**config.mk**
```make
export PLATFORM = sky130hd
export DESIGN_NAME = param_exec_unit
export DESIGN_NICKNAME = d
export VERILOG_FILES = /design/src/rtl/exec_pkg.sv /design/src/rtl/exec_regfile.sv /design/src/rtl/param_exec_unit.sv
export SDC_FILE = /design/constraint.sdc
export NUM_CORES = 1
export LEC_CHECK = 0
export BUFFER_PORTS_ARGS = -buffer_cell sky130_fd_sc_hd__buf_2
export CAP_MARGIN = 20
export CORE_AREA = 10 10 113 165
export CTS_CLUSTER_DIAMETER = 200
export DETAILED_ROUTE_END_ITERATION = 10
export DIE_AREA = 0 0 123 175
export GPL_ROUTABILITY_DRIVEN = 0
export PLACE_DENSITY_LB_ADDON = 0.25
export SLEW_MARGIN = 5
export SYNTH_ARGS = -nofsm -noshare
export SYNTH_HDL_FRONTEND = slang
export SYNTH_SLANG_ARGS = --single-unit
```
**constraint.sdc**
```tcl
create_clock -name clock -period 2.85 [get_ports clock]
set_input_delay 0.57 -clock clock [delete_from_list [all_inputs] [get_ports clock]]
set_output_delay 0.57 -clock clock [all_outputs]
set_load 0.05 [all_outputs]
```
**src/rtl/exec_pkg.sv**
```systemverilog
// Shared definitions for the parametrised execution unit: opcodes, flag bit
// positions and the control state encoding.
package exec_pkg;

  localparam logic [3:0] OP_ADD = 4'd0;
  localparam logic [3:0] OP_SUB = 4'd1;
  localparam logic [3:0] OP_AND = 4'd2;
  localparam logic [3:0] OP_OR  = 4'd3;
  localparam logic [3:0] OP_XOR = 4'd4;
  localparam logic [3:0] OP_SHL = 4'd5;
  localparam logic [3:0] OP_SHR = 4'd6;
  localparam logic [3:0] OP_CMP = 4'd7;
  localparam logic [3:0] OP_INC = 4'd8;
  localparam logic [3:0] OP_DEC = 4'd9;
  localparam logic [3:0] OP_MOV = 4'd10;
  localparam logic [3:0] OP_LDI = 4'd11;

  localparam int FLG_Z = 0;
  localparam int FLG_C = 1;
  localparam int FLG_S = 2;
  localparam int FLG_G = 3;
  localparam int FLG_V = 4;

  typedef enum logic [1:0] {
    ST_IDLE,
    ST_EXEC,
    ST_SHIFT,
    ST_WRITE
  } exec_state_t;

  function automatic logic is_arith(input logic [3:0] opc);
    return (opc == OP_ADD) || (opc == OP_SUB) || (opc == OP_INC) || (opc == OP_DEC);
  endfunction

  // Codes above LDI are no-ops; CMP only produces flags.
  function automatic logic writes_rd(input logic [3:0] opc);
    return (opc <= OP_LDI) && (opc != OP_CMP);
  endfunction

endpackage

```
**src/rtl/exec_regfile.sv**
```systemverilog
// Register file with an ALU and an external write port (ALU wins on a clash)
// and three combinational read ports.
module exec_regfile #(
  parameter int W    = 8,
  parameter int NREG = 8,
  parameter int AW   = $clog2(NREG)
) (
  input  logic          clock,
  input  logic          reset_n,
  input  logic          alu_we,
  input  logic [AW-1:0] alu_waddr,
  input  logic [W-1:0]  alu_wdata,
  input  logic          ext_we,
  input  logic [AW-1:0] ext_waddr,
  input  logic [W-1:0]  ext_wdata,
  input  logic [AW-1:0] raddr_a,
  input  logic [AW-1:0] raddr_b,
  input  logic [AW-1:0] raddr_x,
  output logic [W-1:0]  rdata_a,
  output logic [W-1:0]  rdata_b,
  output logic [W-1:0]  rdata_x
);

  logic [W-1:0] regs_q [NREG];

  // The ALU write is placed last so it overrides an external write to the same register.
  always_ff @(posedge clock or negedge reset_n) begin
    if (!reset_n) begin
      for (int i = 0; i < NREG; i++) begin
        regs_q[i] <= '0;
      end
    end else begin
      if (ext_we) begin
        regs_q[ext_waddr] <= ext_wdata;
      end
      if (alu_we) begin
        regs_q[alu_waddr] <= alu_wdata;
      end
    end
  end

  assign rdata_a = regs_q[raddr_a];
  assign rdata_b = regs_q[raddr_b];
  assign rdata_x = regs_q[raddr_x];

endmodule

```
**src/rtl/param_exec_unit.sv**
```systemverilog
// Parametrised execution unit: three-operand ALU, iterative shifter and flag
// register around exec_regfile, sequenced by a start/done control FSM.
module param_exec_unit
  import exec_pkg::*;
#(
  parameter int W    = 8,
  parameter int NREG = 8,
  parameter int AW   = $clog2(NREG),
  parameter int SW   = $clog2(W)
) (
  input  logic          clock,
  input  logic          reset_n,
  input  logic          start,
  input  logic [3:0]    op,
  input  logic [AW-1:0] rs1,
  input  logic [AW-1:0] rs2,
  input  logic [AW-1:0] rd,
  input  logic          use_imm,
  input  logic [W-1:0]  imm,
  output logic          busy,
  output logic          done,
  output logic [W-1:0]  result,
  output logic [4:0]    flags,
  input  logic          ext_we,
  input  logic [AW-1:0] ext_waddr,
  input  logic [W-1:0]  ext_wdata,
  input  logic [AW-1:0] ext_raddr,
  output logic [W-1:0]  ext_rdata
);

  exec_state_t   state_q, state_d;
  logic [W-1:0]  a_q, b_q;
  logic [3:0]    op_q;
  logic [AW-1:0] rd_q;
  logic [SW-1:0] k_q;
  logic [W:0]    res_q;
  logic          v_q, g_q, s_q, shifted_q;
  logic [W-1:0]  result_q;
  logic [4:0]    flags_q;
  logic          done_q;

  logic [W-1:0]  rdata_a, rdata_b, b_sel;
  logic [W:0]    alu_res;
  logic          alu_v, alu_g;
  logic          is_shift, alu_we;

  exec_regfile #(.W(W), .NREG(NREG), .AW(AW)) u_regfile (
    .clock     (clock),
    .reset_n   (reset_n),
    .alu_we    (alu_we),
    .alu_waddr (rd_q),
    .alu_wdata (res_q[W-1:0]),
    .ext_we    (ext_we),
    .ext_waddr (ext_waddr),
    .ext_wdata (ext_wdata),
    .raddr_a   (rs1),
    .raddr_b   (rs2),
    .raddr_x   (ext_raddr),
    .rdata_a   (rdata_a),
    .rdata_b   (rdata_b),
    .rdata_x   (ext_rdata)
  );

  // LDI always takes the immediate, whatever use_imm says.
  assign b_sel    = (use_imm || (op == OP_LDI)) ? imm : rdata_b;
  assign is_shift = (op_q == OP_SHL) || (op_q == OP_SHR);

  // Bit W of alu_res carries the carry-out, or the borrow for subtraction.
  always_comb begin
    alu_res = '0;
    alu_v   = 1'b0;
    alu_g   = 1'b0;
    case (op_q)
      OP_ADD: begin
        alu_res = {1'b0, a_q} + {1'b0, b_q};
        alu_v   = (a_q[W-1] == b_q[W-1]) && (alu_res[W-1] != a_q[W-1]);
      end
      OP_SUB: begin
        alu_res = {1'b0, a_q} - {1'b0, b_q};
        alu_v   = (a_q[W-1] != b_q[W-1]) && (alu_res[W-1] != a_q[W-1]);
      end
      OP_AND: alu_res = {1'b0, a_q & b_q};
      OP_OR:  alu_res = {1'b0, a_q | b_q};
      OP_XOR: alu_res = {1'b0, a_q ^ b_q};
      OP_CMP: begin
        alu_res = {1'b0, b_q - a_q};
        alu_g   = (a_q > b_q);
      end
      OP_INC: begin
        alu_res = {1'b0, a_q} + (W+1)'(1);
        alu_v   = !a_q[W-1] && alu_res[W-1];
      end
      OP_DEC: begin
        alu_res = {1'b0, a_q} - (W+1)'(1);
        alu_v   = a_q[W-1] && !alu_res[W-1];
      end
      OP_LDI:  alu_res = {1'b0, b_q};
      default: alu_res = {1'b0, a_q};
    endcase
  end

  always_ff @(posedge clock or negedge reset_n) begin
    if (!reset_n) begin
      state_q <= ST_IDLE;
    end else begin
      state_q <= state_d;
    end
  end

  always_comb begin
    state_d = state_q;
    alu_we  = 1'b0;
    case (state_q)
      ST_IDLE: begin
        if (start) begin
          state_d = ST_EXEC;
        end
      end
      ST_EXEC: begin
        state_d = (is_shift && (k_q != '0)) ? ST_SHIFT : ST_WRITE;
      end
      ST_SHIFT: begin
        if (k_q == SW'(1)) begin
          state_d = ST_WRITE;
        end
      end
      ST_WRITE: begin
        alu_we  = writes_rd(op_q);
        state_d = ST_IDLE;
      end
      default: state_d = ST_IDLE;
    endcase
  end

  // Datapath: operand capture, compute, one-bit-per-cycle shifting, commit.
  always_ff @(posedge clock or negedge reset_n) begin
    if (!reset_n) begin
      a_q       <= '0;
      b_q       <= '0;
      op_q      <= '0;
      rd_q      <= '0;
      k_q       <= '0;
      res_q     <= '0;
      v_q       <= 1'b0;
      g_q       <= 1'b0;
      s_q       <= 1'b0;
      shifted_q <= 1'b0;
      result_q  <= '0;
      flags_q   <= '0;
      done_q    <= 1'b0;
    end else begin
      done_q <= (state_q == ST_WRITE);
      case (state_q)
        ST_IDLE: begin
          if (start) begin
            a_q       <= rdata_a;
            b_q       <= b_sel;
            op_q      <= op;
            rd_q      <= rd;
            k_q       <= b_sel[SW-1:0];
            shifted_q <= 1'b0;
          end
        end
        ST_EXEC: begin
          res_q <= is_shift ? {1'b0, a_q} : alu_res;
          v_q   <= alu_v;
          g_q   <= alu_g;
        end
        ST_SHIFT: begin
          if (op_q == OP_SHL) begin
            res_q <= {1'b0, res_q[W-2:0], 1'b0};
            s_q   <= res_q[W-1];
          end else begin
            res_q <= {2'b00, res_q[W-1:1]};
            s_q   <= res_q[0];
          end
          k_q       <= k_q - SW'(1);
          shifted_q <= 1'b1;
        end
        ST_WRITE: begin
          if (op_q <= OP_LDI) begin
            result_q       <= res_q[W-1:0];
            flags_q[FLG_Z] <= (res_q[W-1:0] == '0);
            if (is_arith(op_q)) begin
              flags_q[FLG_C] <= res_q[W];
              flags_q[FLG_V] <= v_q;
            end
            if (op_q == OP_CMP) begin
              flags_q[FLG_G] <= g_q;
            end
            if (shifted_q) begin
              flags_q[FLG_S] <= s_q;
            end
          end
        end
        default: ;
      endcase
    end
  end

  assign busy   = (state_q != ST_IDLE) || done_q;
  assign done   = done_q;
  assign result = result_q;
  assign flags  = flags_q;

endmodule

```
# Word-level counts from Yosys, hierarchy flattened
# Index checks and enable logic that the tools add are counted.
dict set report totals {
  regBits 119
  output_inout_bits 23
}
dict set report classes {
  n_addsub 6
  order_cmp 9
  eq_ne 22
  mux 34
  n_bitwise 8
  n_reduce_logical 30
}
# cell count
set ops {}
lappend ops {{64-bit bitwise mux} 2}
lappend ops {{64-bit two-way mux} 2}
lappend ops {{9-bit case mux with 9 select lines} 1}
lappend ops {{8-bit two-way mux} 10}
lappend ops {{8-bit binary-select mux with 3-bit select} 3}
lappend ops {{8-bit demux with 3-bit select} 2}
lappend ops {{4-bit >= comparator (second input constant)} 5}
lappend ops {{3-bit NOT with 4-bit output} 5}
lappend ops {{9-bit case mux with 2 select lines} 1}
lappend ops {{4-bit by 3-bit == test with 1-bit output (second input constant)} 4}
lappend ops {{4-bit == test (second input constant)} 4}
lappend ops {{8-bit by 1-bit adder with 9-bit output (second input constant)} 1}
lappend ops {{8-bit by 8-bit adder with 9-bit output} 1}
lappend ops {{9-bit two-way mux} 1}
lappend ops {{3-bit AND reduction} 3}
lappend ops {{8-bit by 1-bit subtractor with 9-bit output (second input constant)} 1}
lappend ops {{8-bit by 8-bit subtractor with 9-bit output} 1}
lappend ops {{8-bit AND} 1}
lappend ops {{4-bit by 2-bit == test with 1-bit output (second input constant)} 2}
lappend ops {{8-bit greater-than comparator} 1}
lappend ops {{1-bit logical AND} 8}
lappend ops {{8-bit zero test} 1}
lappend ops {{4-bit by 1-bit < comparator with 1-bit output (second input constant)} 2}
lappend ops {{8-bit OR} 1}
lappend ops {{other kinds (26)} 46}

# Depth between registers and ports, before layout
dict set report depth {
  ltp_word 9
  ltp_mapped 11
}

# Cells and area by module
# A second synthesis with hierarchy kept.
dict set report unflattened {
  hier_cells 999
  area_unflattened_um2 9713.1
}
# module instances cells_each area_each_um2 seq_area_each_um2
set modules_own_cells {}
lappend modules_own_cells {param_exec_unit 1 605 4961.0 1376.3}
lappend modules_own_cells {exec_regfile 1 394 4752.1 1601.5}

# Worst setup path after synthesis
# No wires, ideal clock.
dict set report synth_path {
  path_kind {input to output}
  from {input port ext_raddr[0]}
  to {output port ext_rdata[0]}
  arrival_time_ns 1.984
  t_required_ns 2.280
  slack_ns 0.296
  path_stages 4
  path_cell_list {buf_2 -> buf_2 -> mux4_2 -> mux2_2}
}
dict set report synth_via {
  elab_chain_cells 4
}
# item line
set synth_lines {}
lappend synth_lines {{start, declared} param_exec_unit.sv:27} ;# input logic [AW-1:0] ext_raddr,
lappend synth_lines {{3-bit NOT with 4-bit output (not written as such)} exec_regfile.sv:44} ;# assign rdata_x = regs_q[raddr_x];
lappend synth_lines {{8-bit binary-select mux with 3-bit select} exec_regfile.sv:44}
lappend synth_lines {{8-bit two-way mux (not written as such) (2 in a row)} exec_regfile.sv:44}
lappend synth_lines {{end, declared} param_exec_unit.sv:28} ;# output logic [W-1:0] ext_rdata
# No other way between the ends. The select of a mux whose other input is x is not followed.

# Worst setup path in the final report
dict set report layout_path {
  from {register b_q[3]}
  to {register res_q[6]}
}
dict set report layout_via {
  elab_chain_cells 4
}
# item line
set layout_lines {}
lappend layout_lines {{start, declared} param_exec_unit.sv:32} ;# logic [W-1:0] a_q, b_q;
lappend layout_lines {{start signal, assigned} param_exec_unit.sv:157} ;# b_q <= b_sel;
lappend layout_lines {{8-bit subtractor (tied with other cells)} param_exec_unit.sv:86} ;# alu_res = {1'b0, b_q - a_q};
lappend layout_lines {{9-bit case mux with 9 select lines (*)} param_exec_unit.sv:73} ;# case (op_q)
lappend layout_lines {{9-bit two-way mux (*)} param_exec_unit.sv:165} ;# res_q <= is_shift ? {1'b0, a_q} : alu_res;
lappend layout_lines {{9-bit case mux with 2 select lines (*)} param_exec_unit.sv:153} ;# case (state_q)
lappend layout_lines {{end signal, assigned} param_exec_unit.sv:165}
lappend layout_lines {{end signal, assigned} param_exec_unit.sv:171} ;# res_q <= {1'b0, res_q[W-2:0], 1'b0};
lappend layout_lines {{end signal, assigned} param_exec_unit.sv:174} ;# res_q <= {2'b00, res_q[W-1:1]};
lappend layout_lines {{end, declared} param_exec_unit.sv:36} ;# logic [W:0] res_q;
# Every way passes the cells marked *; elsewhere a longest branch is shown, timed or not.
# A chain may end at the register's enable or synchronous reset.

==> run_results.csv <==
group,metric,value,unit
synthesis,synth_edf_count,0,
clock_tree,clockBufferDepth,2,
pwr,power_density,1340,nW/um2
critical_path,crit_chain,"inv_1 > ha_1 > and2b_1 > o311ai_1 > a211oi_1 > a31o_2 > nor4_1 > o21ai_1",
clock_tree,insertion_delay,0.43,ns
run,cap_violations,0,
critical_path,path_class,"reg -> reg",
detailed_routing,avgViaCountPerCell,6.70,
floorplan,floorplan.die.width,123,um
detailed_routing,dr_total_vias,8059,
synthesis,yosysMostFrequentCell,"dfrtp_1",
global_route,grt_use_met1,30.5,%
sta,clock_skew,0.00897,ns
clock_tree,clockRootBuffer,"clkbuf_16",
detailed_routing,routedWlPerCell,24.5,um
clock_tree,ctsHoldBuffers,0,
global_route,gr-usage-met3,5.07,%
place,place_area,9790,um2
sta,hold_violations,0,
clock_tree,cts_tree,"done",
place,port_buffers,62,
clock_tree,post_cts_buffers,0,
sta,finalCriticalPeriod,2.67,ns
status,status,"complete, no violations",
synthesis,yosysTopAreaCellShare,32.3,%
clock_tree,h-tree-depth,4,
cells_and_area,multi_input_area,5720,um2
cells_and_area,n_antenna_cell,0,
floorplan,num_io_pins,63,
synthesis,synth_area,9220,um2
cells_and_area,fill_cells,1298,
synthesis,synth_seq_cells,119,
floorplan,die_area,21500,um2
synthesis,yosysWarnings,0,
floorplan,die_h,175,um
synthesis,ys_types,85,
sta,max_freq,0.374,GHz
pwr,irDropWorstVdd,0.932,mV
sta,fin_tns_setup,0,ns
clock_tree,ctsResizeCount,0,
synthesis,synth_flop_cell,"dfrtp_1",
sta,finalMaxSlewViolations,0,
sta,relSlewSlack,29.8,%
sta,worst_pin_slew,1.05,ns
cells_and_area,area_delta_synth_final,13.2,%
clock_tree,clk_pin_slew,0.06,ns
synthesis,synthArstFlopShare,100,%
detailed_routing,ant_nets,0,
global_route,gr-total-overflow,0,
critical_path,cp.required,3.14,ns
sta,setup_ws,0.178,ns
place,post-place-ws,0.251,ns
detailed_routing,drc,0,
global_route,grt_max_degree,53,
global_route,grt_pass1_wl,46100,um
clock_tree,clkSinkCount,119,
sta,rsz0062_at_grt,"false",
synthesis,yosysSeqAreaShare,32.3,%
critical_path,cp-startpoint,"b_q[3]",
sta,fin_crit_sh,93.7,%
sta,whs,0.0978,ns
floorplan,row_count,56,
global_route,grt.busiest_layer,"met2",
global_route,met2_usage,46.8,%
synthesis,synth_commonest_cells,"119 x dfrtp_1, 87 x mux2i_1, 80 x nand2_1",
min_path,hold_class,"in -> async",
critical_path,critPathCaptureType,"flop",
synthesis,synthTopCellsByArea,"dfrtp_1 32%, mux4_2 12%, mux2i_1 9.4%",
detailed_routing,routed_wl,29400,um
floorplan,core_area,15600,um2
global_route,track_usage,27.9,%
cells_and_area,seq_area,2980,um2
synthesis,synth_area_leader_cell,"dfrtp_1",
clock_tree,cts-buffers-inserted,17,
critical_path,crit_slowest_cell,"ha_1",
synthesis,syn_inst,945,
synthesis,syn_avg_cell_area,9.76,um2
detailed_routing,drtPass1Iterations,8,
detailed_routing,first_iter_violations,873,
critical_path,r2r_start,"b_q[3]",
sta,setup_violations,0,
synthesis,synth_fp_nets,1030,
cells_and_area,design_area,10400,um2
critical_path,cp-start-kind,"flop",
pwr,report.power.total,14000,uW
cells_and_area,final_net_count,1071,
global_route,grt_pass1_vias,8255,
critical_path,cp_max_fo,12,
floorplan,initial_core_util,59.0,%
critical_path,slowest_delay,0.54,ns
critical_path,critPathArrivalTime,2.96,ns
global_route,antenna_found_initial,0,
cells_and_area,drive_above_1_share,24.1,%
pwr,leakage,0.00453,uW
place,hpwlAfterDp,21000,um
==> per-layer routing <==
metal / share of wire, % / up-vias
li1: - / 3562
met1: 35 / 3882
met2: 51 / 465
met3: 7.3 / 150
met4: 7.3 / 0
met5: 0 / -
==> final timing paths <==
| check | endpoint | slack, ns | depth (start not counted) |
|---|---|---|---|
| min in group clock | rd_q[1] | 0.38 | 2 |
| max | res_q[6] | 0.18 | 8 |
| min | b_q[2] | 0.1 | 1 |
| max reg2reg | res_q[6] | 0.18 | 8 |
| min reg2reg | flags[3] | 0.50 | 1 |
| max in group asynchronous | u_regfile.regs_q[45] | 1.90 | 2 |
==> power breakdown <==
group / internal [uW] / switching (uW) / total [uW]
clock: 1500 / 862 / 2360
sequential: 2530 / 1190 / 3730
combinational: 3350 / 4610 / 7960
==> layout make-up <==
type / instances / area share [%]
multi-input combinational: 703 / 54.8
sequential: 119 / 28.5
timing repair buffer: 108 / 6.84
clock buffer: 19 / 4.24
tap: 203 / 2.43
clock inverter: 13 / 1.86
inverter: 37 / 1.35
==> state kept, by name (all words and copies together), names as in the netlist, 2 cells and up <==
| signal | cells |
|---|---|
| b_q | 8 |
| k_q | 3 |
| a_q | 8 |
| state_q | 2 |
| rd_q | 3 |
| flags | 5 |
| u_regfile.regs_q | 64 |
| res_q | 9 |
| op_q | 4 |
| result | 8 |
==> through the flow <==
stage / std cells / utilization, %
global placement: 1168 / 62.6
finish: 1202 / 66.8
CTS: 1200 / 66.7
detailed placement: 1168 / 62.6
global route: 1202 / 66.8
floorplan: 945 / -
==> kinds of logic after synthesis <==
kind of cell	synth area share [%]
xor gates and xnor gates	1.33
muxes	24.5
buffers and inverters	5.86
and+or+nand+nor	13.3
DFF	32.3
adders and majority gates	6.35
AOI/OAI and AO/OA	16.4
==> cells in the final DEF (no fill, tap or decap), drive strengths merged, types with 5 or more instances in the layout <==
master,netlist,layout
a211o,7,7
a211oi,6,6
a21oi,67,67
a31oi,5,5
and3,6,6
buf,52,107
clkbuf,34,20
dfrtp,119,119
ha,42,42
inv,36,39
mux2,27,27
mux2i,87,87
mux4,48,48
nand2,82,82
nand2b,12,12
nand3,20,20
nor2,68,68
nor3,15,15
nor3b,7,7
nor4,7,7
o211ai,12,12
o21ai,77,77
o221ai,8,8
o22ai,10,10
xnor2,11,11
==> critical path: cells and delay by family (launching register included) <==
family	cells	cell delay, ns
adder cells (fa/ha/maj)	1	0.54
AND/OR/NAND/NOR	2	0.57
flip-flops	1	0.42
buffers and inverters	1	0.09
AO/OA/AOI/OAI	4	0.91
(Power assumes the default switching activity.)
